===== config.mk =====
export PLATFORM = sky130hd
export DESIGN_NAME = hc4_ram_arbiter_flat
export DESIGN_NICKNAME = d
export VERILOG_FILES = /design/src/rtl/hc4_arb_pkg.sv /design/src/rtl/hc4_ram_arbiter_if.sv /design/src/rtl/hc4_ram_sp.sv /design/src/rtl/hc4_ram_arbiter.sv /design/src/flat_wrapper.sv
export SDC_FILE = /design/constraint.sdc
export NUM_CORES = 1
export LEC_CHECK = 0
export CORE_MARGIN = 1
export CORE_UTILIZATION = 35
export DETAILED_ROUTE_END_ITERATION = 10
export HOLD_SLACK_MARGIN = 0.06
export PLACE_DENSITY = 0.52
export SYNTH_ARGS = -nofsm -noshare
export SYNTH_HDL_FRONTEND = slang
export SYNTH_SLANG_ARGS = --single-unit

===== constraint.sdc =====
create_clock -name clk -period 4.9 [get_ports clk]
set_clock_uncertainty 0.2 [all_clocks]
set_input_delay 0.98 -clock clk [delete_from_list [all_inputs] [get_ports clk]]
set_output_delay 0.98 -clock clk [all_outputs]
set_load 0.005 [all_outputs]

===== src/rtl/hc4_arb_pkg.sv =====
// hc4_arb_pkg: shared types and default sizes for the HC4 RAM arbiter.
package hc4_arb_pkg;

   localparam int DEF_ADDR_W    = 8;
   localparam int DEF_DATA_W    = 4;
   localparam int DEF_MAX_BURST = 4;

   typedef enum logic {
      OWN_CPU  = 1'b0,
      OWN_HOST = 1'b1
   } owner_t;

   typedef enum logic {
      ST_IDLE  = 1'b0,
      ST_BURST = 1'b1
   } state_t;

endpackage


===== src/rtl/hc4_ram_arbiter_if.sv =====
// hc4_ram_arbiter_if: CPU and host RAM access ports of the HC4 arbiter.
// master = requesters (CPU core + debug loader), slave = arbiter.
interface hc4_ram_arbiter_if
   import hc4_arb_pkg::*;
#(
   parameter int ADDR_W = DEF_ADDR_W,
   parameter int DATA_W = DEF_DATA_W
);
   logic              cpu_req;
   logic              cpu_we;
   logic [ADDR_W-1:0] cpu_addr;
   logic [DATA_W-1:0] cpu_wdata;
   logic              cpu_gnt;
   logic              cpu_rvalid;
   logic [DATA_W-1:0] cpu_rdata;

   logic              host_req;
   logic              host_we;
   logic [ADDR_W-1:0] host_addr;
   logic [DATA_W-1:0] host_wdata;
   logic              host_lock;
   logic              host_gnt;
   logic              host_rvalid;
   logic [DATA_W-1:0] host_rdata;

   modport master (
      output cpu_req, cpu_we, cpu_addr, cpu_wdata,
      output host_req, host_we, host_addr, host_wdata, host_lock,
      input  cpu_gnt, cpu_rvalid, cpu_rdata,
      input  host_gnt, host_rvalid, host_rdata
   );

   modport slave (
      input  cpu_req, cpu_we, cpu_addr, cpu_wdata,
      input  host_req, host_we, host_addr, host_wdata, host_lock,
      output cpu_gnt, cpu_rvalid, cpu_rdata,
      output host_gnt, host_rvalid, host_rdata
   );
endinterface


===== src/rtl/hc4_ram_sp.sv =====
// hc4_ram_sp: single-port synchronous RAM, write-on-edge, 1-cycle registered read.
module hc4_ram_sp #(
   parameter int ADDR_W = 8,
   parameter int DATA_W = 4
) (
   input  logic              clk,
   input  logic              we,
   input  logic [ADDR_W-1:0] addr,
   input  logic [DATA_W-1:0] wdata,
   output logic [DATA_W-1:0] rdata
);
   logic [DATA_W-1:0] mem [2**ADDR_W];

   // Storage array and read register; contents survive reset.
   // NOTE: the array has no reset branch so it maps onto RAM macros; contents are undefined until written.
   always_ff @(posedge clk) begin
      if (we) mem[addr] <= wdata;
      rdata <= mem[addr];
   end
endmodule


===== src/rtl/hc4_ram_arbiter.sv =====
// hc4_ram_arbiter: shares the HC4 data RAM between the CPU port and the host/debug port.
// Round-robin with a bounded host burst-lock. Define HC4_ARB_CPU_PRIORITY_EN for fixed
// CPU priority (host_lock ignored, burst state never entered).
module hc4_ram_arbiter
   import hc4_arb_pkg::*;
#(
   parameter int ADDR_W    = DEF_ADDR_W,
   parameter int DATA_W    = DEF_DATA_W,
   parameter int MAX_BURST = DEF_MAX_BURST
) (
   input  logic                clk,
   input  logic                reset,
   hc4_ram_arbiter_if.slave    bus
);
   localparam int CNT_W = $clog2(MAX_BURST + 1);

   state_t            state_q;
   owner_t            last_owner;
   logic [CNT_W-1:0]  burst_cnt;
   logic              cpu_gnt, host_gnt;
   logic              cpu_rvalid_q, host_rvalid_q;
   logic [DATA_W-1:0] cpu_hold, host_hold;
   logic              ram_we;
   logic [ADDR_W-1:0] ram_addr;
   logic [DATA_W-1:0] ram_wdata, ram_rdata;

`ifndef HC4_ARB_CPU_PRIORITY_EN
   // Host keeps ownership while it stays locked and requesting.
   logic burst_hold;
   assign burst_hold = (state_q == ST_BURST) && bus.host_req && bus.host_lock;
`endif

   // Grant decision for this cycle, from requests and registered arbiter state.
   // NOTE: every output gets a default first so no path leaves it unassigned (no latch).
   always_comb begin
      cpu_gnt  = 1'b0;
      host_gnt = 1'b0;
`ifdef HC4_ARB_CPU_PRIORITY_EN
      cpu_gnt  = bus.cpu_req;
      host_gnt = bus.host_req && !bus.cpu_req;
`else
      if (burst_hold) begin
         if (bus.cpu_req && burst_cnt == CNT_W'(MAX_BURST)) cpu_gnt = 1'b1;
         else                                                host_gnt = 1'b1;
      end else if (bus.cpu_req && bus.host_req) begin
         cpu_gnt  = (last_owner == OWN_HOST);
         host_gnt = (last_owner == OWN_CPU);
      end else begin
         cpu_gnt  = bus.cpu_req;
         host_gnt = bus.host_req;
      end
`endif
   end

   assign ram_we    = (cpu_gnt && bus.cpu_we) || (host_gnt && bus.host_we);
   assign ram_addr  = host_gnt ? bus.host_addr  : bus.cpu_addr;
   assign ram_wdata = host_gnt ? bus.host_wdata : bus.cpu_wdata;

   hc4_ram_sp #(.ADDR_W(ADDR_W), .DATA_W(DATA_W)) u_ram (
      .clk   (clk),
      .we    (ram_we),
      .addr  (ram_addr),
      .wdata (ram_wdata),
      .rdata (ram_rdata)
   );

   // Arbiter FSM, burst counter, owner history and read-return steering.
   // NOTE: state registers use non-blocking assignments so every flop samples pre-edge values.
   always_ff @(posedge clk) begin
      if (reset) begin
         state_q       <= ST_IDLE;
         burst_cnt     <= '0;
         last_owner    <= OWN_HOST;
         cpu_rvalid_q  <= 1'b0;
         host_rvalid_q <= 1'b0;
         cpu_hold      <= '0;
         host_hold     <= '0;
      end else begin
         cpu_rvalid_q  <= cpu_gnt && !bus.cpu_we;
         host_rvalid_q <= host_gnt && !bus.host_we;
         if (cpu_rvalid_q)  cpu_hold  <= ram_rdata;
         if (host_rvalid_q) host_hold <= ram_rdata;
         if (cpu_gnt)       last_owner <= OWN_CPU;
         else if (host_gnt) last_owner <= OWN_HOST;
`ifdef HC4_ARB_CPU_PRIORITY_EN
         state_q   <= ST_IDLE;
         burst_cnt <= '0;
`else
         if (burst_hold) begin
            if (host_gnt) begin
               if (burst_cnt != CNT_W'(MAX_BURST)) burst_cnt <= burst_cnt + CNT_W'(1);
            end else begin
               state_q   <= ST_IDLE;
               burst_cnt <= '0;
            end
         end else if (host_gnt && bus.host_lock) begin
            state_q   <= ST_BURST;
            burst_cnt <= CNT_W'(1);
         end else begin
            state_q   <= ST_IDLE;
            burst_cnt <= '0;
         end
`endif
      end
   end

`ifdef HC4_ARB_CPU_PRIORITY_EN
   logic unused_cfg;
   assign unused_cfg = ^{bus.host_lock, state_q, last_owner, burst_cnt};
`endif

   assign bus.cpu_gnt     = cpu_gnt;
   assign bus.host_gnt    = host_gnt;
   assign bus.cpu_rvalid  = cpu_rvalid_q;
   assign bus.host_rvalid = host_rvalid_q;
   assign bus.cpu_rdata   = cpu_rvalid_q  ? ram_rdata : cpu_hold;
   assign bus.host_rdata  = host_rvalid_q ? ram_rdata : host_hold;
endmodule


===== src/flat_wrapper.sv =====
// flat-port wrapper written by rule: the top's interface ports become plain ports
module hc4_ram_arbiter_flat import hc4_arb_pkg::*;
#(
   parameter int ADDR_W    = DEF_ADDR_W,
   parameter int DATA_W    = DEF_DATA_W,
   parameter int MAX_BURST = DEF_MAX_BURST
)
  (clk, reset, bus_cpu_req, bus_cpu_we, bus_cpu_addr, bus_cpu_wdata, bus_host_req, bus_host_we, bus_host_addr, bus_host_wdata, bus_host_lock, bus_cpu_gnt, bus_cpu_rvalid, bus_cpu_rdata, bus_host_gnt, bus_host_rvalid, bus_host_rdata);
  hc4_ram_arbiter_if #(.ADDR_W(ADDR_W), .DATA_W(DATA_W)) bus_i ();
  input  logic clk;
  input  logic reset;
  input wire logic [$bits(bus_i.cpu_req)-1:0] bus_cpu_req;
  input wire logic [$bits(bus_i.cpu_we)-1:0] bus_cpu_we;
  input wire logic [$bits(bus_i.cpu_addr)-1:0] bus_cpu_addr;
  input wire logic [$bits(bus_i.cpu_wdata)-1:0] bus_cpu_wdata;
  input wire logic [$bits(bus_i.host_req)-1:0] bus_host_req;
  input wire logic [$bits(bus_i.host_we)-1:0] bus_host_we;
  input wire logic [$bits(bus_i.host_addr)-1:0] bus_host_addr;
  input wire logic [$bits(bus_i.host_wdata)-1:0] bus_host_wdata;
  input wire logic [$bits(bus_i.host_lock)-1:0] bus_host_lock;
  output wire logic [$bits(bus_i.cpu_gnt)-1:0] bus_cpu_gnt;
  output wire logic [$bits(bus_i.cpu_rvalid)-1:0] bus_cpu_rvalid;
  output wire logic [$bits(bus_i.cpu_rdata)-1:0] bus_cpu_rdata;
  output wire logic [$bits(bus_i.host_gnt)-1:0] bus_host_gnt;
  output wire logic [$bits(bus_i.host_rvalid)-1:0] bus_host_rvalid;
  output wire logic [$bits(bus_i.host_rdata)-1:0] bus_host_rdata;
  assign bus_i.cpu_req = bus_cpu_req;
  assign bus_i.cpu_we = bus_cpu_we;
  assign bus_i.cpu_addr = bus_cpu_addr;
  assign bus_i.cpu_wdata = bus_cpu_wdata;
  assign bus_i.host_req = bus_host_req;
  assign bus_i.host_we = bus_host_we;
  assign bus_i.host_addr = bus_host_addr;
  assign bus_i.host_wdata = bus_host_wdata;
  assign bus_i.host_lock = bus_host_lock;
  assign bus_cpu_gnt = bus_i.cpu_gnt;
  assign bus_cpu_rvalid = bus_i.cpu_rvalid;
  assign bus_cpu_rdata = bus_i.cpu_rdata;
  assign bus_host_gnt = bus_i.host_gnt;
  assign bus_host_rvalid = bus_i.host_rvalid;
  assign bus_host_rdata = bus_i.host_rdata;
  hc4_ram_arbiter #(.ADDR_W(ADDR_W), .DATA_W(DATA_W), .MAX_BURST(MAX_BURST)) u_core (.clk(clk), .reset(reset), .bus(bus_i));
endmodule

==> results of run 1 <==
## synth_stat cells, types with 3 or more instances
cell type / instances / area [um^2]
sky130_fd_sc_hd__a21oi_1: 4 / 20.02
sky130_fd_sc_hd__nand3_1: 12 / 60.06
sky130_fd_sc_hd__edfxtp_1: 1024 / 30750
sky130_fd_sc_hd__mux2i_1: 514 / 5145
sky130_fd_sc_hd__o22ai_1: 256 / 1602
sky130_fd_sc_hd__o21ai_0: 8 / 40.04
sky130_fd_sc_hd__buf_2: 80 / 400.4
sky130_fd_sc_hd__a41oi_1: 16 / 140.1
sky130_fd_sc_hd__inv_1: 11 / 41.29
sky130_fd_sc_hd__or4_1: 4 / 30.03
sky130_fd_sc_hd__nor2_1: 260 / 975.9
sky130_fd_sc_hd__nand2_1: 31 / 116.4
sky130_fd_sc_hd__nor2b_1: 8 / 50.05
sky130_fd_sc_hd__buf_4: 4 / 30.03
sky130_fd_sc_hd__dfxtp_1: 19 / 380.4
sky130_fd_sc_hd__o22ai_4: 4 / 80.08
sky130_fd_sc_hd__mux2_2: 13 / 146.4
sky130_fd_sc_hd__nor3_1: 7 / 35.03
sky130_fd_sc_hd__or2_2: 4 / 25.02
sky130_fd_sc_hd__o211ai_2: 3 / 37.54
sky130_fd_sc_hd__o21a_1: 7 / 52.55
sky130_fd_sc_hd__clkbuf_1: 68 / 255.2
sky130_fd_sc_hd__o41ai_1: 64 / 560.5
sky130_fd_sc_hd__nand2b_1: 8 / 50.05
## kinds of logic after synthesis
logic type	share of synthesized area
flip-flops	0.7540
AND/OR/NAND/NOR	0.03491
adder cells (fa/ha/maj)	0.0006060
multiplexers	0.1285
buffers and inverters	0.01824
AO/OA/AOI/OAI	0.06379
## worst min path at each step
stage / cells after the start / from / end
after floorplan: 2 / u_core.last_owner$_SDFFE_PP1P_ / u_core.last_owner$_SDFFE_PP1P_
after global placement: 2 / u_core.last_owner$_SDFFE_PP1P_ / u_core.last_owner$_SDFFE_PP1P_
after global routing: 2 / u_core.last_owner$_SDFFE_PP1P_ / u_core.last_owner$_SDFFE_PP1P_
after detailed placement: 2 / u_core.last_owner$_SDFFE_PP1P_ / u_core.last_owner$_SDFFE_PP1P_
final: 2 / u_core.last_owner$_SDFFE_PP1P_ / u_core.last_owner$_SDFFE_PP1P_
after CTS: 2 / u_core.last_owner$_SDFFE_PP1P_ / u_core.last_owner$_SDFFE_PP1P_
## registers in the layout (all words and copies together) (netlist names)
signal / cells
u_core.u_ram.mem: 1024
u_core.cpu_hold: 4
u_core.host_hold: 4
u_core.u_ram.rdata: 4
u_core.burst_cnt: 3
u_core.bus.cpu_rvalid: 1
u_core.bus.host_rvalid: 1
u_core.last_owner: 1
u_core.state_q: 1
## layer usage
layer  vias up  track usage  share of wire
li1      10240            -              -
met1     11739       0.2505           0.44
met2       676       0.3003           0.48
met3       145      0.02286          0.050
met4         0      0.05375          0.024
met5         -            0              0
## through the flow
step | utilization | setup slack [ps]
after floorplan | - | 14.58
after global placement | 0.3878 | -302.2
after detailed placement | 0.3878 | -289.6
after CTS | 0.4184 | 412.4
after global routing | 0.4184 | 240.0
final | 0.4184 | 372.4
## layout make-up
type                    count  area, um^2  share of cell area
clock inverters            63       676.9             0.01388
inverters                  11       41.29           0.0008468
multi-input cells        1250        9535              0.1956
clock buffers             137        2894             0.05936
diodes                      2       5.005           0.0001026
repair buffers            248        2567             0.05266
well taps                1524        1907             0.03911
flip-flops and latches   1043       31130              0.6385
## power by group through the flow
stage | combinational, mW | sequential (mW) | clock [mW]
final | 1.61 | 9.93 | 8.21
after global routing | 1.70 | 9.93 | 8.68
after CTS | 1.63 | 9.93 | 8.36
after detailed placement | 1.63 | 10.1 | 0
after global placement | 1.61 | 10.1 | 0
after floorplan | 0.867 | 10.1 | 0
## worst min-delay path, cell delays in order, from the launching register on
cell                       delay (ps)
sky130_fd_sc_hd__dfxtp_1          330
sky130_fd_sc_hd__nor2_1           110
sky130_fd_sc_hd__o21bai_1          60
==> flow_metrics.py, run 1 <==
metrics = {
    "detailed_routing": {
        "via_count": 22800,
        "detail_route.drc_violations": 0,
        "detail_route.wirelength_um": 109900,
        "first_iter_violations": 1781,
        "ant_nets": 0,
        "detail_route.first_pass.iterations": 7,
        "detail_route.wl_per_cell_um": 25.70,
        "via_per_inst": 5.330,
    },
    "pwr": {
        "pwr-share-seq": 0.503,
        "p_sw_frac": 0.2217,
        "max-vdd-ir-drop_mv": 0.3262,
        "power.leakage_nw": 16.64,
        "share_comb_of_total_power": 0.082,
        "power_density_nw_per_um2": 405.1,
        "power.clock.fraction": 0.415,
        "net-switching-power_mw": 4.378,
        "power.internal_mw": 15.37,
        "finalPower_mw": 19.75,
    },
    "setup_path": {
        "crit_path_end": "u_core.u_ram.rdata[3]$_DFF_P_",
        "kind_of_cell_adding_the_most_delay_to_the_critical_path": "buffers and inverters",
        "r2r_start": "u_core.burst_cnt[0]$_SDFFE_PP0P_",
        "worst_ep_required_time_ps": 5250,
        "slowest_stage": "sky130_fd_sc_hd__o41ai_1",
        "critical_path_peak_fanout": 17,
        "reg2reg_slack_ps": 610,
        "crit_path_max_incr_delay_ps": 740,
        "worst-setup-path-type": "in2reg",
        "worstPathArrival_ps": 4880,
        "cells_along_the_critical_path": "clkdlybuf4s50_1, nand3_2, mux2_2, a32oi_4, buf_4, buf_12, buf_12, mux2i_1, o22ai_1, o41ai_1, buf_4, a41oi_1, or4_1",
        "cp_num_cells": 13,
        "cp.buffers_inverters": 5,
        "worst_setup_path_start_kind": "input pin",
        "setup.worst_path.start": "bus_host_req",
        "worstSetupEndpointType": "flip-flop",
        "rr_worst_depth": 14,
        "rr_endpoint": "u_core.u_ram.rdata[3]$_DFF_P_",
    },
    "sta": {
        "setup_repair_after_global_routing_missed_its_margin": "no",
        "timing.max_slew.rel_slack": 0.2199,
        "max_freq_mhz": 220.9,
        "setup-violations-final": 0,
        "finalHoldWorstSlack_ps": 348.8,
        "report.final.slew_viol_count": 0,
        "final-hold-violation-count": 0,
        "final_min_period_over_clock_period": 0.9240,
        "fin_tns_setup_ps": 0,
        "worst_tran_pin_value_ps": 1159,
        "min_period_ps": 4528,
    },
    "layout": {
        "layout.cell_area.non_filler_um2": 48760,
        "finish.net_count": 2693,
        "post_layout_nonfiller_instances": 4278,
        "top_library_cells_by_usage_in_the_layout_fill_and_taps_aside": "1024 x sky130_fd_sc_hd__edfxtp_1, 514 x sky130_fd_sc_hd__mux2i_1, 260 x sky130_fd_sc_hd__nor2_1",
        "final_layout_size_suffix_gt1_frac": 0.1443,
        "syn_to_final_growth_pct": 18.09,
        "n_fill_cell": 10263,
        "mostFrequentLayoutCell": "sky130_fd_sc_hd__edfxtp_1",
    },
    "synthesis": {
        "ys.flop_type": "sky130_fd_sc_hd__edfxtp_1",
        "synth_area_um2": 41290,
        "ys_async_sr_fraction": 0,
        "yosys_warnings": 0,
        "synthesis.instances": 2459,
        "synth_area_per_cell_um2": 16.79,
        "mappedNetlistNets": 2492,
        "synth_cell_type_count": 47,
        "post_synth_edffs": 1024,
        "postSynthRegisterBits": 1043,
        "synth_sequential_area_ratio": 0.7540,
    },
    "clock_network": {
        "cts_tree": "yes",
        "ctsHtreeMaxLevel": 3,
        "number_of_buffers_created_by_cts": 106,
        "cts.clk_slew.worst_paths_ps": 60,
        "ctsHoldBuffers": 0,
        "cts_resized": 0,
        "clk_latency_ps": 690,
        "clkSinkCount": 1043,
        "clock-root-buffer": "sky130_fd_sc_hd__clkbuf_16",
        "cts-root-to-sink-buffers": 3,
        "post-cts-setup-buffers": 0,
    },
    "job": {
        "timing.max_cap.violations": 0,
    },
    "global_routing": {
        "gr_overflow_total": 0,
        "grt_pass1_vias": 23556,
        "grt_util_all_layers": 0.1817,
        "antenna_found_initial": 5,
        "grt_pass1_wl_um": 159500,
        "grt_start_max_net_pins": 109,
    },
    "floorplan": {
        "initial_core_util": 0.3544,
        "design.die.area_um2": 119300,
        "die_height_um": 345.5,
        "die_width_um": 345.5,
        "floorplan.io_pins": 43,
        "number_of_standard_cell_rows_in_the_floorplan": 125,
        "core_area_um2": 116500,
    },
    "run_status": {
        "run_status": "finished clean",
    },
    "worst_hold_path": {
        "hp-class": "reg2reg",
    },
    "placement": {
        "detailedPlacementHpwl_um": 69190,
        "post_dp_cell_area_um2": 45180,
        "routabilityCongestion": 0.8316,
        "io_buffer_count": 42,
        "post-place-cells": 4076,
    },
}
Power figures use the tool's default switching activity.
==> run 2, diff against run 1 <==
--- a/config.mk
+++ b/config.mk
@@ -10,6 +10,7 @@
 export DETAILED_ROUTE_END_ITERATION = 10
 export HOLD_SLACK_MARGIN = 0.06
 export PLACE_DENSITY = 0.52
+export SLEW_MARGIN = 20
 export SYNTH_ARGS = -nofsm -noshare
 export SYNTH_HDL_FRONTEND = slang
 export SYNTH_SLANG_ARGS = --single-unit
==> run 2 against run 1 <==
  * Total power barely moved
  * Global-route usage did not move
  * Routed wire length barely moved
  * Die area did not move
  * Register-to-register slack barely moved
  * Via count rose by 0.34%
  * Largest cell class unchanged
==> flow_metrics.py, run 2 (same netlist as run 1, synthesis figures left out) <==
metrics = {
    "run_status": {
        "run_status": "finished clean",
    },
    "layout": {
        "finish.net_count": 2693,
        "mostFrequentLayoutCell": "sky130_fd_sc_hd__edfxtp_1",
        "final_layout_size_suffix_gt1_frac": 0.1446,
        "top_reg_by_flops": "u_core.u_ram.mem",
        "n_fill_cell": 10262,
        "syn_to_final_growth_pct": 18.10,
        "largest_register_ff_count": 1024,
        "top_library_cells_by_usage_in_the_layout_fill_and_taps_aside": "1024 x sky130_fd_sc_hd__edfxtp_1, 514 x sky130_fd_sc_hd__mux2i_1, 260 x sky130_fd_sc_hd__nor2_1",
    },
    "pwr": {
        "max-vdd-ir-drop_mv": 0.3261,
        "power.leakage_nw": 16.64,
        "finalPower_mw": 19.75,
        "power_density_nw_per_um2": 405.1,
    },
    "sta": {
        "fin_tns_setup_ps": 0,
        "worst_tran_pin_value_ps": 1081,
        "setup-violations-final": 0,
        "setup_repair_after_global_routing_missed_its_margin": "no",
        "max_freq_mhz": 220.4,
        "finalHoldWorstSlack_ps": 349.5,
        "timing.max_slew.rel_slack": 0.2729,
        "final-hold-violation-count": 0,
        "min_period_ps": 4537,
        "final_min_period_over_clock_period": 0.9259,
        "report.final.slew_viol_count": 0,
    },
    "setup_path": {
        "rr_endpoint": "u_core.u_ram.rdata[3]$_DFF_P_",
        "worstSetupEndpointType": "flip-flop",
        "worstPathArrival_ps": 4890,
        "slowest_stage": "sky130_fd_sc_hd__o41ai_1",
        "rr_worst_depth": 14,
        "r2r_start": "u_core.burst_cnt[0]$_SDFFE_PP0P_",
        "worst_setup_path_start_kind": "input pin",
        "cells_along_the_critical_path": "clkdlybuf4s50_1, nand3_2, mux2_2, a32oi_4, buf_4, buf_12, buf_12, mux2i_1, o22ai_1, o41ai_1, buf_4, a41oi_1, or4_1",
        "crit_path_max_incr_delay_ps": 740,
        "reg2reg_slack_ps": 600,
        "worst-setup-path-type": "in2reg",
        "critical_path_peak_fanout": 17,
        "worst_ep_required_time_ps": 5250,
    },
    "placement": {
        "detailedPlacementHpwl_um": 69190,
        "io_buffer_count": 42,
        "routabilityCongestion": 0.8316,
    },
    "worst_hold_path": {
        "min_delay_worst_endpoint": "u_core.last_owner$_SDFFE_PP1P_",
        "hold_path_startpoint": "u_core.last_owner$_SDFFE_PP1P_",
        "hp-class": "reg2reg",
        "number_of_cells_on_the_worst_hold_path": 2,
    },
    "job": {
        "timing.max_cap.violations": 0,
    },
    "detailed_routing": {
        "detail_route.drc_violations": 0,
        "via_per_inst": 5.349,
        "detail_route.wl_per_cell_um": 25.73,
        "ant_nets": 0,
        "detail_route.wirelength_um": 110100,
        "detail_route.first_pass.iterations": 7,
        "via_count": 22878,
        "first_iter_violations": 1838,
    },
    "clock_network": {
        "ctsHoldBuffers": 0,
        "cts_tree": "yes",
        "cts-root-to-sink-buffers": 3,
        "post-cts-setup-buffers": 0,
        "clock-root-buffer": "sky130_fd_sc_hd__clkbuf_16",
        "clk_latency_ps": 690,
        "number_of_buffers_created_by_cts": 106,
        "ctsHtreeMaxLevel": 3,
        "clkSinkCount": 1043,
        "cts.clk_slew.worst_paths_ps": 60,
        "cts_resized": 0,
    },
    "floorplan": {
        "initial_core_util": 0.3544,
        "floorplan.io_pins": 43,
        "core_area_um2": 116500,
        "die_width_um": 345.5,
        "design.die.area_um2": 119300,
        "die_height_um": 345.5,
        "number_of_standard_cell_rows_in_the_floorplan": 125,
    },
    "global_routing": {
        "gr_overflow_total": 0,
        "grt_util_all_layers": 0.1817,
        "grt_pass1_vias": 23556,
        "grt_pass1_wl_um": 159500,
        "grt_start_max_net_pins": 109,
        "antenna_found_initial": 5,
    },
}
==> run 2: cell count changes in the layout (fill, tap and decap cells not counted) <==
cell	change
sky130_fd_sc_hd__nor4_1	-1
sky130_fd_sc_hd__nor4_2	+1
sky130_fd_sc_hd__diode_2	-1
==> run 2: metrics by stage <==
step                      cell area, um^2  worst slack [ps]    util  instances
after detailed placement            45180            -289.6  0.3878       4076
after global routing                48760             240.0  0.4185       4276
after CTS                           48750             412.4  0.4184       4276
final                               48760             363.3  0.4185       4277
after global placement              45180            -302.2  0.3878       4076
after floorplan                     41290             14.58       -       2459
==> run 2: worst max path at each step <==
stage / startpoint / end / depth (start not counted) / slack [ps]
2_1_floorplan: bus_host_lock / u_core.u_ram.mem[0][0]$_DFFE_PP_ / 7 / 10
3_3_place_gp: bus_cpu_req / u_core.u_ram.rdata[0]$_DFF_P_ / 13 / -300
3_5_place_dp: bus_host_req / u_core.u_ram.rdata[3]$_DFF_P_ / 12 / -290
4_1_cts: bus_host_req / u_core.u_ram.rdata[1]$_DFF_P_ / 13 / 410
5_1_grt: bus_host_req / u_core.u_ram.rdata[3]$_DFF_P_ / 13 / 240
6_report: bus_host_req / u_core.u_ram.rdata[3]$_DFF_P_ / 13 / 360
==> run 2: layer usage <==
| layer | wire length [um] | vias up | global-route usage | share of wire |
|---|---|---|---|---|
| met5 | 0 | - | 0 | 0 |
| met4 | 2606 | 0 | 0.05375 | 0.024 |
| met3 | 5524 | 142 | 0.02286 | 0.050 |
| met2 | 53130 | 671 | 0.3003 | 0.48 |
| met1 | 48800 | 11832 | 0.2505 | 0.44 |
| li1 | - | 10233 | - | - |
==> run 2: area by class of cell <==
cell class                 count  area (um^2)  area share
clock inverter                63        676.9     0.01388
timing repair buffer         248         2567     0.05265
sequential                  1043        31130      0.6384
tap                         1524         1907     0.03911
antenna                        1        2.502  0.00005132
multi-input combinational   1250         9542      0.1957
inverter                      11        41.29   0.0008468
clock buffer                 137         2894     0.05935
==> run 2: worst max-delay path, delay by kind of cell <==
kind | cells | cell delay [ps]
AOI/OAI and AO/OA | 4 | 1280
muxes | 2 | 560
and+or+nand+nor | 2 | 650
buffers and inverters | 5 | 1390
==> run 2: power breakdown <==
| group | leakage [nW] | internal [mW] | switching [mW] |
|---|---|---|---|
| registers | 9.36 | 9.91 | 0.0166 |
| logic | 5.55 | 0.606 | 1.01 |
| clock network | 1.74 | 4.85 | 3.35 |
==> run 3, diff against run 2 <==
--- a/config.mk
+++ b/config.mk
@@ -10,7 +10,6 @@
 export DETAILED_ROUTE_END_ITERATION = 10
 export HOLD_SLACK_MARGIN = 0.06
 export PLACE_DENSITY = 0.52
-export SLEW_MARGIN = 20
 export SYNTH_ARGS = -nofsm -noshare
 export SYNTH_HDL_FRONTEND = slang
 export SYNTH_SLANG_ARGS = --single-unit
==> results of run 3 <==
Final layout, timing and power as in run 1 (identical DEF).
